===== config.mk =====
export PLATFORM = sky130hd
export DESIGN_NAME = fmv_ddr_arbiter
export DESIGN_NICKNAME = d
export VERILOG_FILES = /design/src/rtl/fmv_ddr_arbiter.sv
export SDC_FILE = /design/constraint.sdc
export NUM_CORES = 1
export LEC_CHECK = 0
export ABC_AREA = 1
export BUFFER_PORTS_ARGS = -buffer_cell sky130_fd_sc_hd__buf_2
export CAP_MARGIN = 0
export CELL_PAD_IN_SITES_DETAIL_PLACEMENT = 1
export CELL_PAD_IN_SITES_GLOBAL_PLACEMENT = 2
export CORE_AREA = 2 2 228 230
export DETAILED_ROUTE_END_ITERATION = 12
export DIE_AREA = 0 0 230 232
export GPL_TIMING_DRIVEN = 0
export HOLD_SLACK_MARGIN = 0.12
export PLACE_DENSITY = 0.63
export SYNTH_ARGS = -nofsm -noshare
export SYNTH_HDL_FRONTEND = slang
export SYNTH_SLANG_ARGS = --single-unit

===== constraint.sdc =====
create_clock -name clk -period 5.8 [get_ports clk]
set_input_delay 0.87 -clock clk [delete_from_list [all_inputs] [get_ports clk]]
set_output_delay 0.87 -clock clk [all_outputs]
set_load 0.01 [all_outputs]

===== src/rtl/fmv_ddr_arbiter.sv =====
// -----------------------------------------------------------------------------
// fmv_ddr_arbiter
//
// Shares the single DDR port between the FMV-side masters:
//   req 0 : frame player display fetch
//   req 1 : MPEG decoder frame writer
//   req 2 : reference-frame fetch
//
// Arbitration is round-robin. A grant is locked while the owner holds acquire,
// read or write, and while any of its read beats are still outstanding. This
// keeps a burst from being split across owners. There is always one idle cycle
// between two owners. Everything runs in the DDR clock domain.
//
// Optional feature (macro FMV_ARB_PRIORITY_EN):
//   defined     - requester 0 wins whenever it is active at arbitration time.
//                 The other requesters round-robin among themselves.
//   not defined - pure round-robin over all NUM_REQ requesters.
//   Neither mode pre-empts a current owner.
//
// Ports:
//   clk, reset_n        DDR clock and asynchronous active-low reset
//   req_read/write      per-requester command strobes, held until accepted
//   req_acquire         per-requester ownership request / lock
//   req_addr/burstcnt/wdata/byteenable  packed per-requester command fields
//   req_grant           one-hot current owner (0 when idle)
//   req_busy            ddr_busy for the owner, 1 for everyone else
//   req_rdata_ready     ddr_rdata_ready routed to the owner only
//   rdata               ddr_rdata broadcast to all requesters
//   ddr_*               command port toward the DDR controller
//   ddr_busy            DDR waitrequest
//   ddr_rdata_ready     DDR read data valid
//   ddr_rdata           DDR read data
// -----------------------------------------------------------------------------
module fmv_ddr_arbiter #(
    parameter int NUM_REQ = 3,
    parameter int ADDR_W  = 29,
    parameter int DATA_W  = 64,
    parameter int BURST_W = 8,
    parameter int OUTST_W = 10
) (
    input  logic                       clk,
    input  logic                       reset_n,
    input  logic [NUM_REQ-1:0]         req_read,
    input  logic [NUM_REQ-1:0]         req_write,
    input  logic [NUM_REQ-1:0]         req_acquire,
    input  logic [NUM_REQ*ADDR_W-1:0]  req_addr,
    input  logic [NUM_REQ*BURST_W-1:0] req_burstcnt,
    input  logic [NUM_REQ*DATA_W-1:0]  req_wdata,
    input  logic [NUM_REQ*8-1:0]       req_byteenable,
    output logic [NUM_REQ-1:0]         req_grant,
    output logic [NUM_REQ-1:0]         req_busy,
    output logic [NUM_REQ-1:0]         req_rdata_ready,
    output logic [DATA_W-1:0]          rdata,
    output logic                       ddr_read,
    output logic                       ddr_write,
    output logic [ADDR_W-1:0]          ddr_addr,
    output logic [BURST_W-1:0]         ddr_burstcnt,
    output logic [DATA_W-1:0]          ddr_wdata,
    output logic [7:0]                 ddr_byteenable,
    input  logic                       ddr_busy,
    input  logic                       ddr_rdata_ready,
    input  logic [DATA_W-1:0]          ddr_rdata
);

    localparam int IDX_W = $clog2(NUM_REQ);

    typedef enum logic {
        ST_IDLE  = 1'b0,
        ST_OWNED = 1'b1
    } state_e;

    state_e             state_q, state_d;
    logic [NUM_REQ-1:0] grant_q, grant_d;
    logic [IDX_W-1:0]   owner_q, owner_d;
    logic [IDX_W-1:0]   rr_ptr_q, rr_ptr_d;
    logic [OUTST_W-1:0] outst_q, outst_d;

    logic [NUM_REQ-1:0] active;
    logic [IDX_W:0]     cand;
    logic [IDX_W-1:0]   pick;
    logic               pick_vld;
    logic               rd_accept;
    logic               release_ok;
    logic               underflow;
    logic [OUTST_W:0]   outst_sum;

    assign active = req_acquire | req_read | req_write;

    // -------------------------------------------------------------------------
    // Arbitration: first active index at or after rr_ptr, modulo NUM_REQ.
    // cand is one bit wider so rr_ptr + k never wraps before the modulo fold.
    // -------------------------------------------------------------------------
    always_comb begin
        // NOTE: every combinational output gets a default before any branch;
        // a path that leaves one unassigned would infer a latch.
        pick     = '0;
        pick_vld = 1'b0;
        cand     = '0;
        for (int k = 0; k < NUM_REQ; k++) begin
            cand = {1'b0, rr_ptr_q} + (IDX_W+1)'(k);
            if (cand >= (IDX_W+1)'(NUM_REQ)) begin
                cand = cand - (IDX_W+1)'(NUM_REQ);
            end
            if (!pick_vld && active[cand[IDX_W-1:0]]) begin
                pick_vld = 1'b1;
                pick     = cand[IDX_W-1:0];
            end
        end
`ifdef FMV_ARB_PRIORITY_EN
        // Display fetch overrides the rotation so the frame player never starves.
        if (active[0]) begin
            pick_vld = 1'b1;
            pick     = '0;
        end
`endif
    end

    // -------------------------------------------------------------------------
    // Command mux and per-requester handshake routing. grant_q is zero when
    // idle, so nothing is forwarded and every requester sees busy.
    // -------------------------------------------------------------------------
    always_comb begin
        ddr_read        = 1'b0;
        ddr_write       = 1'b0;
        ddr_addr        = '0;
        ddr_burstcnt    = '0;
        ddr_wdata       = '0;
        ddr_byteenable  = '0;
        req_busy        = '1;
        req_rdata_ready = '0;
        for (int i = 0; i < NUM_REQ; i++) begin
            if (grant_q[i]) begin
                ddr_read           = req_read[i];
                ddr_write          = req_write[i];
                ddr_addr           = req_addr[i*ADDR_W +: ADDR_W];
                ddr_burstcnt       = req_burstcnt[i*BURST_W +: BURST_W];
                ddr_wdata          = req_wdata[i*DATA_W +: DATA_W];
                ddr_byteenable     = req_byteenable[i*8 +: 8];
                req_busy[i]        = ddr_busy;
                req_rdata_ready[i] = ddr_rdata_ready;
            end
        end
    end

    assign req_grant = grant_q;
    assign rdata     = ddr_rdata;
    assign rd_accept = ddr_read & ~ddr_busy;

    // Ownership ends only once the owner is quiet and no beat is in flight.
    assign release_ok = !req_acquire[owner_q] && !req_read[owner_q] &&
                        !req_write[owner_q] && (outst_q == '0) && !ddr_rdata_ready;

    // -------------------------------------------------------------------------
    // Next-state logic
    // -------------------------------------------------------------------------
    always_comb begin
        state_d   = state_q;
        grant_d   = grant_q;
        owner_d   = owner_q;
        rr_ptr_d  = rr_ptr_q;
        outst_d   = outst_q;
        underflow = 1'b0;
        outst_sum = {1'b0, outst_q} + (rd_accept ? (OUTST_W+1)'(ddr_burstcnt) : '0);

        case (state_q)
            ST_IDLE: begin
                // Beats arriving with no owner are stray and are dropped.
                if (pick_vld) begin
                    state_d = ST_OWNED;
                    grant_d = NUM_REQ'(1) << pick;
                    owner_d = pick;
                end
            end
            ST_OWNED: begin
                // Net change of an accepted read and a returning beat in one cycle.
                if (ddr_rdata_ready && (outst_sum == '0)) begin
                    underflow = 1'b1;
                    outst_d   = '0;
                end else if (ddr_rdata_ready) begin
                    outst_d = OUTST_W'(outst_sum - 1'b1);
                end else begin
                    outst_d = outst_sum[OUTST_W-1:0];
                end

                if (release_ok) begin
                    state_d  = ST_IDLE;
                    grant_d  = '0;
                    rr_ptr_d = (owner_q == IDX_W'(NUM_REQ-1)) ? '0 : owner_q + 1'b1;
                end
            end
            default: begin
                state_d = ST_IDLE;
                grant_d = '0;
            end
        endcase
    end

    // -------------------------------------------------------------------------
    // State registers
    // -------------------------------------------------------------------------
    always_ff @(posedge clk or negedge reset_n) begin
        if (!reset_n) begin
            state_q  <= ST_IDLE;
            grant_q  <= '0;
            owner_q  <= '0;
            rr_ptr_q <= '0;
            outst_q  <= '0;
        end else begin
            // NOTE: non-blocking assignments so every register samples the
            // pre-edge values, independent of statement order.
            state_q  <= state_d;
            grant_q  <= grant_d;
            owner_q  <= owner_d;
            rr_ptr_q <= rr_ptr_d;
            outst_q  <= outst_d;
        end
    end

    // A beat returned while nothing is outstanding points at a broken master.
    a_no_underflow: assert property (@(posedge clk) disable iff (!reset_n) !underflow);

endmodule


==> metrics.md, run 1 <==
| Metric | Value |
|---|---|
| Result of the run | completed |
| Post-route fraction of the period consumed by the critical path | 0.688 |
| CORE AREA | 0.0509 mm^2 |
| Slew at the pin closest to its max-slew limit | 0.995 ns |
| Number of instances resized during post-cts repair | 0 |
| Category of the worst setup path launch point | flop |
| Hold Buf Count CTS | 0 |
| Total Negative Setup Slacks | 0 ns |
| DR iter-0 viols | 279 |
| Final Instance Count excl. Fillers | 1954 |
| Via count of the first global-routing pass | 7564 |
| Cell class contributing the biggest share of worst-path delay | simple AND/OR/NAND/NOR gates |
| Global Route Usage Sum | 0.126 |
| Met3 routing resource usage after global routing | 0.0181 |
| Hold WC Path Type | reg2reg |
| Via count of the routed design | 7363 |
| Detailed placement HPWL | 31800 um |
| Finish-stage setup viols | 0 |
| CP endpoint kind | flop |
| Global-route wire length before repair | 50200 um |
| Number of flops mapped to enable cells by yosys | 0 |
| Required time reported for the critical path endpoint | 5.94 ns |
| Flop and latch count out of synthesis | 18 |
| Number of antenna violations at the first check in global routing | 14 |
| Switching component of the power | 0.278 mW |
| Hold Fails Final Rpt | 0 |
| Clock transition at path regs | 0.06 ns |
| Starting Density | 0.0848 |
| Type of the worst setup path | reg2reg |
| Routability congestion estimate from global placement | 0.810 |
| Synthesized net count | 1162 |
| Launch point of the worst reg-to-reg path | req_grant[2]$_DFFE_PN0P_ |
| Rows | 83 |
| Cell with the largest stage delay on the worst path | a22oi_1 |
| Hold path startpoint | rr_ptr_q[0]$_DFFE_PN0P_ |
| Die ar. | 0.0534 mm^2 |
| Cell internal pwr | 0.444 mW |
| GR peak layer | met2 |
| Vias per std cell | 3.77 |
| DIE HEIGHT | 232 um |
| Mapped cell area | 0.00431 mm^2 |
| Maximum number of pins on one net before global-route repair | 19 |
| Portion of the post-synthesis area used by sequential elements | 0.104 |
| Share of cells above drive strength 1 | 0.487 |
| Final global-route overflow total | 0 |
| Clock insertion delay at the later pin of the skew report | 0.25 ns |
| Clock group share of total power | 0.215 |
| Synth warn | 0 |
| Worst voltage drop across the vdd grid | 0.000101 V |
| Slew headroom | 0.337 |
| Count of distinct cell types in the synthesized netlist | 31 |
| Fraction of power spent switching nets | 0.385 |
| Place WS | 1.72 ns |
| Ordered list of cells on the worst path | buf_2 > buf_2 > a21oi_1 > a22oi_1 > and3_1 > ha_1 > fa_1 > inv_1 > ha_1 > nand3_1 > nor2_1 > nand2_1 > nor2_1 > nand3_2 > nand2_4 > inv_4 > nand2_1 > nand2_1 |
| ANT nets after route | 0 |
| Clock Sink Count | 18 |
| Net count, final | 1690 |
| Count of fill cells added during filler insertion | 6483 |
| Shortest clock period the worst path allows after layout | 3.99 ns |
| Buffers plus inverters on the worst setup path | 4 |
| Clock buffer count from CTS | 3 |
| Worst Path Arrival | 4.13 ns |
| Top-area cell type share of the netlist area | 0.191 |
| GR Layer Usage met1 | 0.153 |
| Mean Syn Cell Area | 5.79 um^2 |
| P&R area growth vs syn | 82.6% |
| Maximum clock frequency | 0.251 GHz |
| Beginning of the critical path | req_grant[2]$_DFFE_PN0P_ |
| Standby leakage power | 4.13 nW |
| Number of placed instances, taps included | 1948 |
| CP max stage delay | 0.77 ns |
| RSZ-0062 raised after global routing | false |
| Max cap viols | 0 |
| Routed wire length | 36500 um |
| Count of H-tree levels built during CTS | 1 |
| Count of mapped cells out of synthesis | 745 |
| Overall Power | 0.722 mW |
| Detailed Routing Iterations Pass 1 | 5 |
| Post-CTS setup buffer count | 0 |
| Die outline width | 230 um |
| Top cells by area, synth | a22oi_1, nand2_1, o21ai_0, buf_4, dfrtp_1 |
| Combinational cell fraction of total power | 0.543 |
| Residual DRC | 0 |
| Max-slew violation total from the final report | 0 |
| Count of buffers inserted at the top-level ports | 523 |
| Worst Path Max Fanout | 10 |
| Most Frequent Cell on Critical Path | nand2_1 |
| Power density over the cells | 91.7 mW/mm^2 |
| Sequential cell fraction of total power | 0.242 |
| Number of top-level pins | 588 |
| Maximum clock path buffer count | 2 |
| Post-synth top flop | dfrtp_1 |
| Proportion of register bits with asynchronous set or reset after synthesis | 1.00 |
| Master cell of the clock root buffer | clkbuf_16 |
| Final Skew | 0.00295 ns |
| Routed WL per cell | 18.7 um |
| Clock tree from TritonCTS | done |
| Global Route met2 Usage | 0.242 |
| Min setup slack post-route | 1.81 ns |
| Most area-hungry cell type in the Yosys netlist | a22oi_1 |
| Share of the core filled with cells in the final layout | 0.155 |
==> flip-flops by register name, summed over array words and instances, names as in the netlist <==
| signal | count |
|---|---|
| req_grant | 3 |
| rr_ptr_q | 2 |
| outst_q | 10 |
| owner_q | 2 |
| state_q | 1 |
==> power by group through the flow <==
stage	clock network [mW]	registers (mW)	logic [mW]
after floorplan	0	0.166	0.204
after global placement	0	0.179	0.388
after detailed placement	0	0.179	0.395
after CTS	0.158	0.177	0.398
after global routing	0.165	0.179	0.442
final	0.155	0.175	0.392
==> logic make-up after synthesis <==
family / count (synthesis) / synth area share
adders and majority gates: 13 / 0.0395
AOI/OAI and AO/OA: 243 / 0.347
and+or+nand+nor: 297 / 0.291
buffers and inverters: 168 / 0.206
xor gates and xnor gates: 6 / 0.0122
DFF: 18 / 0.104
==> tightest hold or removal path: stages, from the launching register on <==
cell and delay (ns):
dfrtp_1 0.37, nand2_1 0.06, o21ai_0 0.06
==> cell usage after synthesis, drive strengths merged (2+ instances only) <==
library cell  instances
nand3                30
nand4                 4
a21oi                 8
o21ai               123
nor2                 26
buf                  86
a22oi               110
nand2               223
nand3b                2
dfrtp                18
clkbuf               31
nor3                  3
and3                  8
xor2                  5
ha                   12
inv                  51
==> through the flow <==
stage / hold WS [ns] / area [um^2]
3_5_place_dp: 0.518 / 7780
5_1_grt: 0.570 / 7880
2_1_floorplan: 0.478 / 4310
4_1_cts: 0.532 / 7870
3_3_place_gp: 0.514 / 7780
6_report: 0.524 / 7880
==> final timing paths <==
check                           cells after the start  slack (ns)                 endpoint
worst min-delay path                                2        0.52  rr_ptr_q[0]$_DFFE_PN0P_
worst max-delay path                               18        1.81   outst_q[4]$_DFFE_PN0P_
worst min register to register                      2        0.52  rr_ptr_q[0]$_DFFE_PN0P_
min in group asynchronous                           1        0.55   outst_q[1]$_DFFE_PN0P_
worst max register to register                     18        1.81   outst_q[4]$_DFFE_PN0P_
max in group asynchronous                           1        4.95   outst_q[9]$_DFFE_PN0P_
==> per-layer routing <==
| layer | up-vias | part of all wire |
|---|---|---|
| li1 | 3554 | - |
| met1 | 3493 | 0.41 |
| met2 | 286 | 0.54 |
| met3 | 28 | 0.050 |
| met4 | 2 | 0.0087 |
| met5 | - | 0.00036 |
==> layout by cell type (no fill, tap or decap), types with 2 or more instances in the layout <==
| master | count |
|---|---|
| a21oi_1 | 8 |
| nand4_1 | 4 |
| nand3_1 | 27 |
| o21ai_0 | 122 |
| clkbuf_1 | 31 |
| nand2_4 | 2 |
| buf_4 | 64 |
| nand2_2 | 4 |
| ha_1 | 12 |
| nand2_1 | 217 |
| a22oi_1 | 110 |
| diode_2 | 2 |
| nand3b_1 | 2 |
| and3_1 | 8 |
| clkbuf_16 | 3 |
| nor2_1 | 23 |
| nand3_2 | 3 |
| xor2_1 | 5 |
| inv_1 | 49 |
| nor2_2 | 3 |
| nor3_2 | 2 |
| buf_1 | 9 |
| dfrtp_1 | 18 |
| buf_2 | 536 |
==> cell type report <==
class / count / area (um^2) / share of cell area
Clock buffer: 4 / 88.8 / 0.0113
Antenna cell: 2 / 5.00 / 0.000636
Multi-Input combinational cell: 559 / 2970 / 0.378
Tap cell: 680 / 851 / 0.108
Sequential cell: 18 / 450 / 0.0572
Buffer: 117 / 696 / 0.0883
Inverter: 51 / 194 / 0.0246
Timing Repair Buffer: 523 / 2620 / 0.332
Power figures use the tool's default switching activity.
==> run 2: changes to the inputs <==
CORE_AREA = 2 2 230 232   (was 2 2 228 230)
DIE_AREA = 0 0 232 234   (was 0 0 230 232)
PLACE_DENSITY = 0.62   (was 0.63)
clock period = 3.7 ns   (was 5.8 ns; I/O delays follow)
==> metrics.md, run 2 (same netlist as run 1, synthesis figures left out) <==
| Metric | Value |
|---|---|
| Place WS | -0.460 ns (-2.18 ns) |
| Slew at the pin closest to its max-slew limit | 0.923 ns (-0.0718 ns) |
| Highest-count cells in the layout ignoring fill and taps | buf_2, nand2_1, o21ai_0 |
| Power density over the cells | 143 mW/mm^2 (+56%) |
| Post-route fraction of the period consumed by the critical path | 0.912 |
| Detailed placement HPWL | 33100 um (+3.9%) |
| Detailed Routing Iterations Pass 1 | 4 (-1) |
| Clock tree from TritonCTS | done |
| Number of flip-flops in the largest register | 10 (unchanged) |
| Maximum clock frequency | 0.296 GHz |
| Clock buffer count from CTS | 3 (unchanged) |
| ANT nets after route | 0 (unchanged) |
| Slew headroom | 0.385 (+0.0479) |
| Routability congestion estimate from global placement | 0.831 (+2.6%) |
| Die ar. | 0.0543 mm^2 (+1.7%) |
| Combinational cell fraction of total power | 0.543 (about the same) |
| Type of the worst setup path | reg2out |
| Maximum clock path buffer count | 2 (unchanged) |
| Clock insertion delay at the later pin of the skew report | 0.25 ns (about the same) |
| Clock transition at path regs | 0.06 ns (about the same) |
| Required time reported for the critical path endpoint | 3.14 ns (-2.80 ns) |
| Count of H-tree levels built during CTS | 1 (unchanged) |
| Share of cells above drive strength 1 | 0.490 (+0.00277) |
| Final global-route overflow total | 0 (unchanged) |
| Leading cell type in the layout, fill and taps excluded | buf_2 |
| Max cap viols | 0 (unchanged) |
| Switching component of the power | 0.441 mW (+59%) |
| Routed WL per cell | 19.0 um (+1.6%) |
| DIE HEIGHT | 234 um (+0.86%) |
| Rows | 84 (+1.2%) |
| Max-slew violation total from the final report | 0 (unchanged) |
| Vias per std cell | 3.76 (-0.14%) |
| DR iter-0 viols | 276 (-1.1%) |
| Starting Density | 0.0829 (-0.00185) |
| Total Negative Setup Slacks | 0 ns (unchanged) |
| CORE AREA | 0.0520 mm^2 (+2.2%) |
| Fraction of power spent switching nets | 0.388 (+0.00270) |
| Clock group share of total power | 0.213 (-0.002) |
| Maximum number of pins on one net before global-route repair | 19 (unchanged) |
| Hold Buf Count CTS | 0 (unchanged) |
| Routed wire length | 37400 um (+2.6%) |
| Sequential cell fraction of total power | 0.244 (+0.002) |
| Overall Power | 1.14 mW (+58%) |
| Reg with most FFs | outst_q |
| Worst voltage drop across the vdd grid | 0.000138 V (+37%) |
| Standby leakage power | 4.16 nW (+0.57%) |
| Result of the run | completed |
| Reg2reg path depth | 21 (+3) |
| Worst hold slack across all endpoints | 0.233 ns (-0.291 ns) |
| Worst Path Max Fanout | 10 (unchanged) |
| Category of the worst setup path launch point | flop |
| Hold WC Path Type | in2async |
| Share of the core filled with cells in the final layout | 0.153 (-0.00163) |
| Finish-stage setup viols | 0 (unchanged) |
| Min setup slack post-route | 0.325 ns (-1.49 ns) |
| Global-route wire length before repair | 50100 um (about the same) |
| Via count of the first global-routing pass | 7376 (-2.5%) |
| Clock Sink Count | 18 (unchanged) |
| Net count, final | 1693 (+0.18%) |
| Global Route Usage Sum | 0.126 (about the same) |
| Cell internal pwr | 0.696 mW (+57%) |
| Via count of the routed design | 7424 (+0.83%) |
| Master cell of the clock root buffer | clkbuf_16 |
| Number of antenna violations at the first check in global routing | 25 (+11) |
| Hold Fails Final Rpt | 0 (unchanged) |
| Count of buffers inserted at the top-level ports | 523 (unchanged) |
| P&R area growth vs syn | 84.7% |
| Shortest clock period the worst path allows after layout | 3.37 ns |
| CP endpoint kind | primary output |
| RSZ-0062 raised after global routing | false |
| Worst Path Arrival | 2.82 ns (-1.31 ns) |
| Die outline width | 232 um (+0.87%) |
| Residual DRC | 0 (unchanged) |
| Final Skew | 0.00227 ns (-0.000676 ns) |
| Number of top-level pins | 588 (unchanged) |
## run 2: area by class of cell
class / instances / area, um^2
diodes: 10 / 25.0
clock buffers: 4 / 88.8
fillers: 6638 / 44100
flip-flops and latches: 18 / 450
inverters: 51 / 194
well taps: 688 / 861
plain buffers: 117 / 717
multi-input cells: 559 / 2980
repair buffers: 526 / 2650
## run 2: metrics by stage
step	instance area [um^2]	std cells
after global routing	7960	1969
after detailed placement	7790	1956
after floorplan	4310	745
after global placement	7790	1956
after CTS	7930	1963
final	7970	1973
## run 2: what timing repair did
item	in CTS	in global routing
endpoints found under the setup margin	10	10
gates resized for setup	4	9
pin swaps	1	0
buffers inserted	3	0
## run 2: power by group through the flow
stage / registers [mW] / clock network, mW / logic, mW
3_3_place_gp: 0.280 / 0 / 0.607
4_1_cts: 0.280 / 0.248 / 0.625
6_report: 0.278 / 0.242 / 0.617
5_1_grt: 0.283 / 0.260 / 0.690
3_5_place_dp: 0.281 / 0 / 0.622
2_1_floorplan: 0.260 / 0 / 0.320
## run 2: worst paths after layout
kind	start	to	slack, ns
worst max register to register	req_grant[1]$_DFFE_PN0P_	outst_q[4]$_DFFE_PN0P_	0.39
worst min register to register	rr_ptr_q[0]$_DFFE_PN0P_	rr_ptr_q[0]$_DFFE_PN0P_	0.54
max in group asynchronous	reset_n	owner_q[1]$_DFFE_PN0P_	3.17
worst min-delay path	reset_n	outst_q[0]$_DFFE_PN0P_	0.23
worst max-delay path	req_grant[1]$_DFFE_PN0P_	ddr_wdata[19]	0.33
min in group clk	rr_ptr_q[0]$_DFFE_PN0P_	rr_ptr_q[0]$_DFFE_PN0P_	0.54
## run 2: critical path, stage by stage (launching register included)
cell and delay (ns):
dfrtp_1 0.37, buf_2 0.21, inv_1 0.08, nand2_1 0.05, inv_2 0.09, buf_2 0.36, buf_1 0.56, a22oi_1 0.12
o21ai_0 0.46, buf_2 0.23
## run 2: metal layers
metal  part of all wire  vias up  global-route usage
met5            0.00061        -                   0
met4              0.016        4              0.0186
met3              0.057       44              0.0226
met2               0.53      292               0.234
met1               0.40     3518               0.153
li1                   -     3566                   -
==> run 3: changes to the inputs <==
CTS_BUF_LIST = sky130_fd_sc_hd__clkbuf_8   (was not set)
==> metrics.md, run 3 (same netlist as run 1, synthesis figures left out) <==
| Metric | Value |
|---|---|
| Global-route wire length before repair | 50100 um (unchanged) |
| Vias per std cell | 3.76 (-0.16%) |
| Most Frequent Cell on Critical Path | buf_2 |
| Finish-stage setup viols | 0 (unchanged) |
| Number of flip-flops in the largest register | 10 (unchanged) |
| Die ar. | 0.0543 mm^2 (unchanged) |
| Rows | 84 (unchanged) |
| Maximum clock path buffer count | 2 (unchanged) |
| Category of the worst setup path launch point | flop |
| Clock tree from TritonCTS | done |
| Via count of the routed design | 7412 (-0.16%) |
| CP max stage delay | 0.56 ns (about the same) |
| Net count, final | 1693 (unchanged) |
| Die outline width | 232 um (unchanged) |
| Clock Sink Count | 18 (unchanged) |
| Combinational cell fraction of total power | 0.582 (+0.039) |
| DR iter-0 viols | 277 (+0.36%) |
| Cell class contributing the biggest share of worst-path delay | buffers and inverters |
| Hold Buf Count CTS | 0 (unchanged) |
| ANT nets after route | 0 (unchanged) |
| Maximum number of pins on one net before global-route repair | 19 (unchanged) |
| Placed cell area | 0.00779 mm^2 (unchanged) |
| Worst Path Arrival | 2.87 ns (+0.05 ns) |
| Routed wire length | 37500 um (about the same) |
| Final Skew | 0.00398 ns (+0.00171 ns) |
| Detailed Routing Iterations Pass 1 | 4 (unchanged) |
| Min setup slack post-route | 0.271 ns (-0.0547 ns) |
| Count of buffers inserted at the top-level ports | 523 (unchanged) |
| Clock buffer count from CTS | 3 (unchanged) |
| Slew at the pin closest to its max-slew limit | 0.929 ns (+0.00602 ns) |
| Ordered list of cells on the worst path | buf_2 > inv_1 > nand2_1 > inv_2 > buf_2 > buf_1 > a22oi_1 > o21ai_0 > buf_2 |
| CP endpoint kind | primary output |
| Post-route fraction of the period consumed by the critical path | 0.927 (+0.0148) |
| Place WS | -0.460 ns (unchanged) |
| Final global-route overflow total | 0 (unchanged) |
| Result of the run | completed |
| Residual DRC | 0 (unchanged) |
| Worst voltage drop across the vdd grid | 0.000104 V (-25%) |
| CORE AREA | 0.0520 mm^2 (unchanged) |
| Master cell of the clock root buffer | clkbuf_8 |
| Hold Fails Final Rpt | 0 (unchanged) |
| Standby leakage power | 4.14 nW (-0.37%) |
| Buffers plus inverters on the worst setup path | 6 (unchanged) |
| Worst Path Max Fanout | 10 (unchanged) |
| Clock group share of total power | 0.158 (-0.055) |
| Required time reported for the critical path endpoint | 3.14 ns (about the same) |
| Routed WL per cell | 19.0 um (about the same) |
| Leading cell type in the layout, fill and taps excluded | buf_2 |
| Routability congestion estimate from global placement | 0.831 (unchanged) |
| Clock transition at path regs | 0.07 ns (about the same) |
| P&R area growth vs syn | 83.9% |
| Cell area after layout | 0.00793 mm^2 (-0.42%) |
| Starting Density | 0.0829 (unchanged) |
| Shortest clock period the worst path allows after layout | 3.43 ns (+0.0547 ns) |
| Clock insertion delay at the later pin of the skew report | 0.26 ns (about the same) |
| Cell internal pwr | 0.625 mW (-10%) |
| Total Negative Setup Slacks | 0 ns (unchanged) |
| Via count of the first global-routing pass | 7385 (+0.12%) |
| Count of H-tree levels built during CTS | 1 (unchanged) |
| Overall Power | 1.06 mW (-6.6%) |
| Global Route Usage Sum | 0.126 (about the same) |
| Switching component of the power | 0.436 mW (-1.1%) |
| DIE HEIGHT | 234 um (unchanged) |
| Power density over the cells | 134 mW/mm^2 (-6.2%) |
| Number of top-level pins | 588 (unchanged) |
| Detailed placement HPWL | 33100 um (unchanged) |
| Hold WC Path Type | in2async |
| Highest-count cells in the layout ignoring fill and taps | buf_2, nand2_1, o21ai_0 |
| RSZ-0062 raised after global routing | true |
| Count of fill cells added during filler insertion | 6640 (+0.030%) |
| Slew headroom | 0.381 (-0.00401) |
| Max-slew violation total from the final report | 0 (unchanged) |
| Share of cells above drive strength 1 | 0.490 (unchanged) |
| Reg with most FFs | outst_q |
| Maximum clock frequency | 0.292 GHz (-1.6%) |
| Number of antenna violations at the first check in global routing | 25 (unchanged) |
| Sequential cell fraction of total power | 0.261 (+0.017) |
| Cell with the largest stage delay on the worst path | buf_1 |
| Max cap viols | 0 (unchanged) |
| Type of the worst setup path | reg2out |
| Worst hold slack across all endpoints | 0.223 ns (-0.00923 ns) |
| Fraction of power spent switching nets | 0.411 (+0.0229) |
==> run 3: worst paths after layout <==
check | depth (start not counted) | endpoint | start | slack (ns)
setup / recovery | 9 | ddr_wdata[19] | req_grant[1]$_DFFE_PN0P_ | 0.27
hold / removal | 1 | outst_q[0]$_DFFE_PN0P_ | reset_n | 0.22
setup reg to reg | 21 | outst_q[4]$_DFFE_PN0P_ | req_grant[1]$_DFFE_PN0P_ | 0.39
hold reg to reg | 2 | rr_ptr_q[0]$_DFFE_PN0P_ | rr_ptr_q[0]$_DFFE_PN0P_ | 0.55
max in group asynchronous | 1 | rr_ptr_q[1]$_DFFE_PN0P_ | reset_n | 3.18
min in group clk | 2 | rr_ptr_q[0]$_DFFE_PN0P_ | rr_ptr_q[0]$_DFFE_PN0P_ | 0.55
==> run 3: area by class of cell <==
| cell class | instances | area [um^2] | area share |
|---|---|---|---|
| Antenna cell | 10 | 25.0 | 0.00315 |
| Inverter | 51 | 194 | 0.0244 |
| Timing Repair Buffer | 526 | 2650 | 0.334 |
| Sequential cell | 18 | 450 | 0.0568 |
| Multi-Input combinational cell | 559 | 2980 | 0.375 |
| Buffer | 117 | 717 | 0.0904 |
| Tap cell | 688 | 861 | 0.109 |
| Clock buffer | 4 | 55.1 | 0.00694 |
==> run 3: metrics by stage <==
step                utilization  instances
global route              0.152       1969
finish                    0.152       1973
floorplan                     -        745
detailed placement        0.150       1956
global placement          0.150       1956
CTS                       0.152       1963
==> run 3: what timing repair did <==
item | in CTS | in global routing
pin swaps | 1 | 0
gates resized for setup | 4 | 9
endpoints found under the setup margin | 10 | 10
buffers inserted | 3 | 0
==> run 3: metal layers <==
layer / up-vias / routed length (um) / GRT usage
met5: - / 23 / 0
met4: 4 / 591 / 0.0198
met3: 48 / 2070 / 0.0226
met2: 282 / 19800 / 0.234
met1: 3513 / 14900 / 0.153
li1: 3565 / - / -
==> run 3: power by group through the flow <==
stage                     clock [mW]  combinational [mW]  sequential [mW]
after floorplan                    0               0.320            0.260
after global placement             0               0.607            0.280
after detailed placement           0               0.622            0.281
after CTS                      0.175               0.624            0.279
after global routing           0.180               0.689            0.283
final                          0.167               0.618            0.277
==> run 3: worst reg2reg max path, delay by kind of cell (launching register included) <==
family                   cells  cell delay, ns
adder cells (fa/ha/maj)      3            0.85
flip-flops                   1            0.38
buffers and inverters        6            0.75
AND/OR/NAND/NOR             10            1.00
AO/OA/AOI/OAI                2            0.26
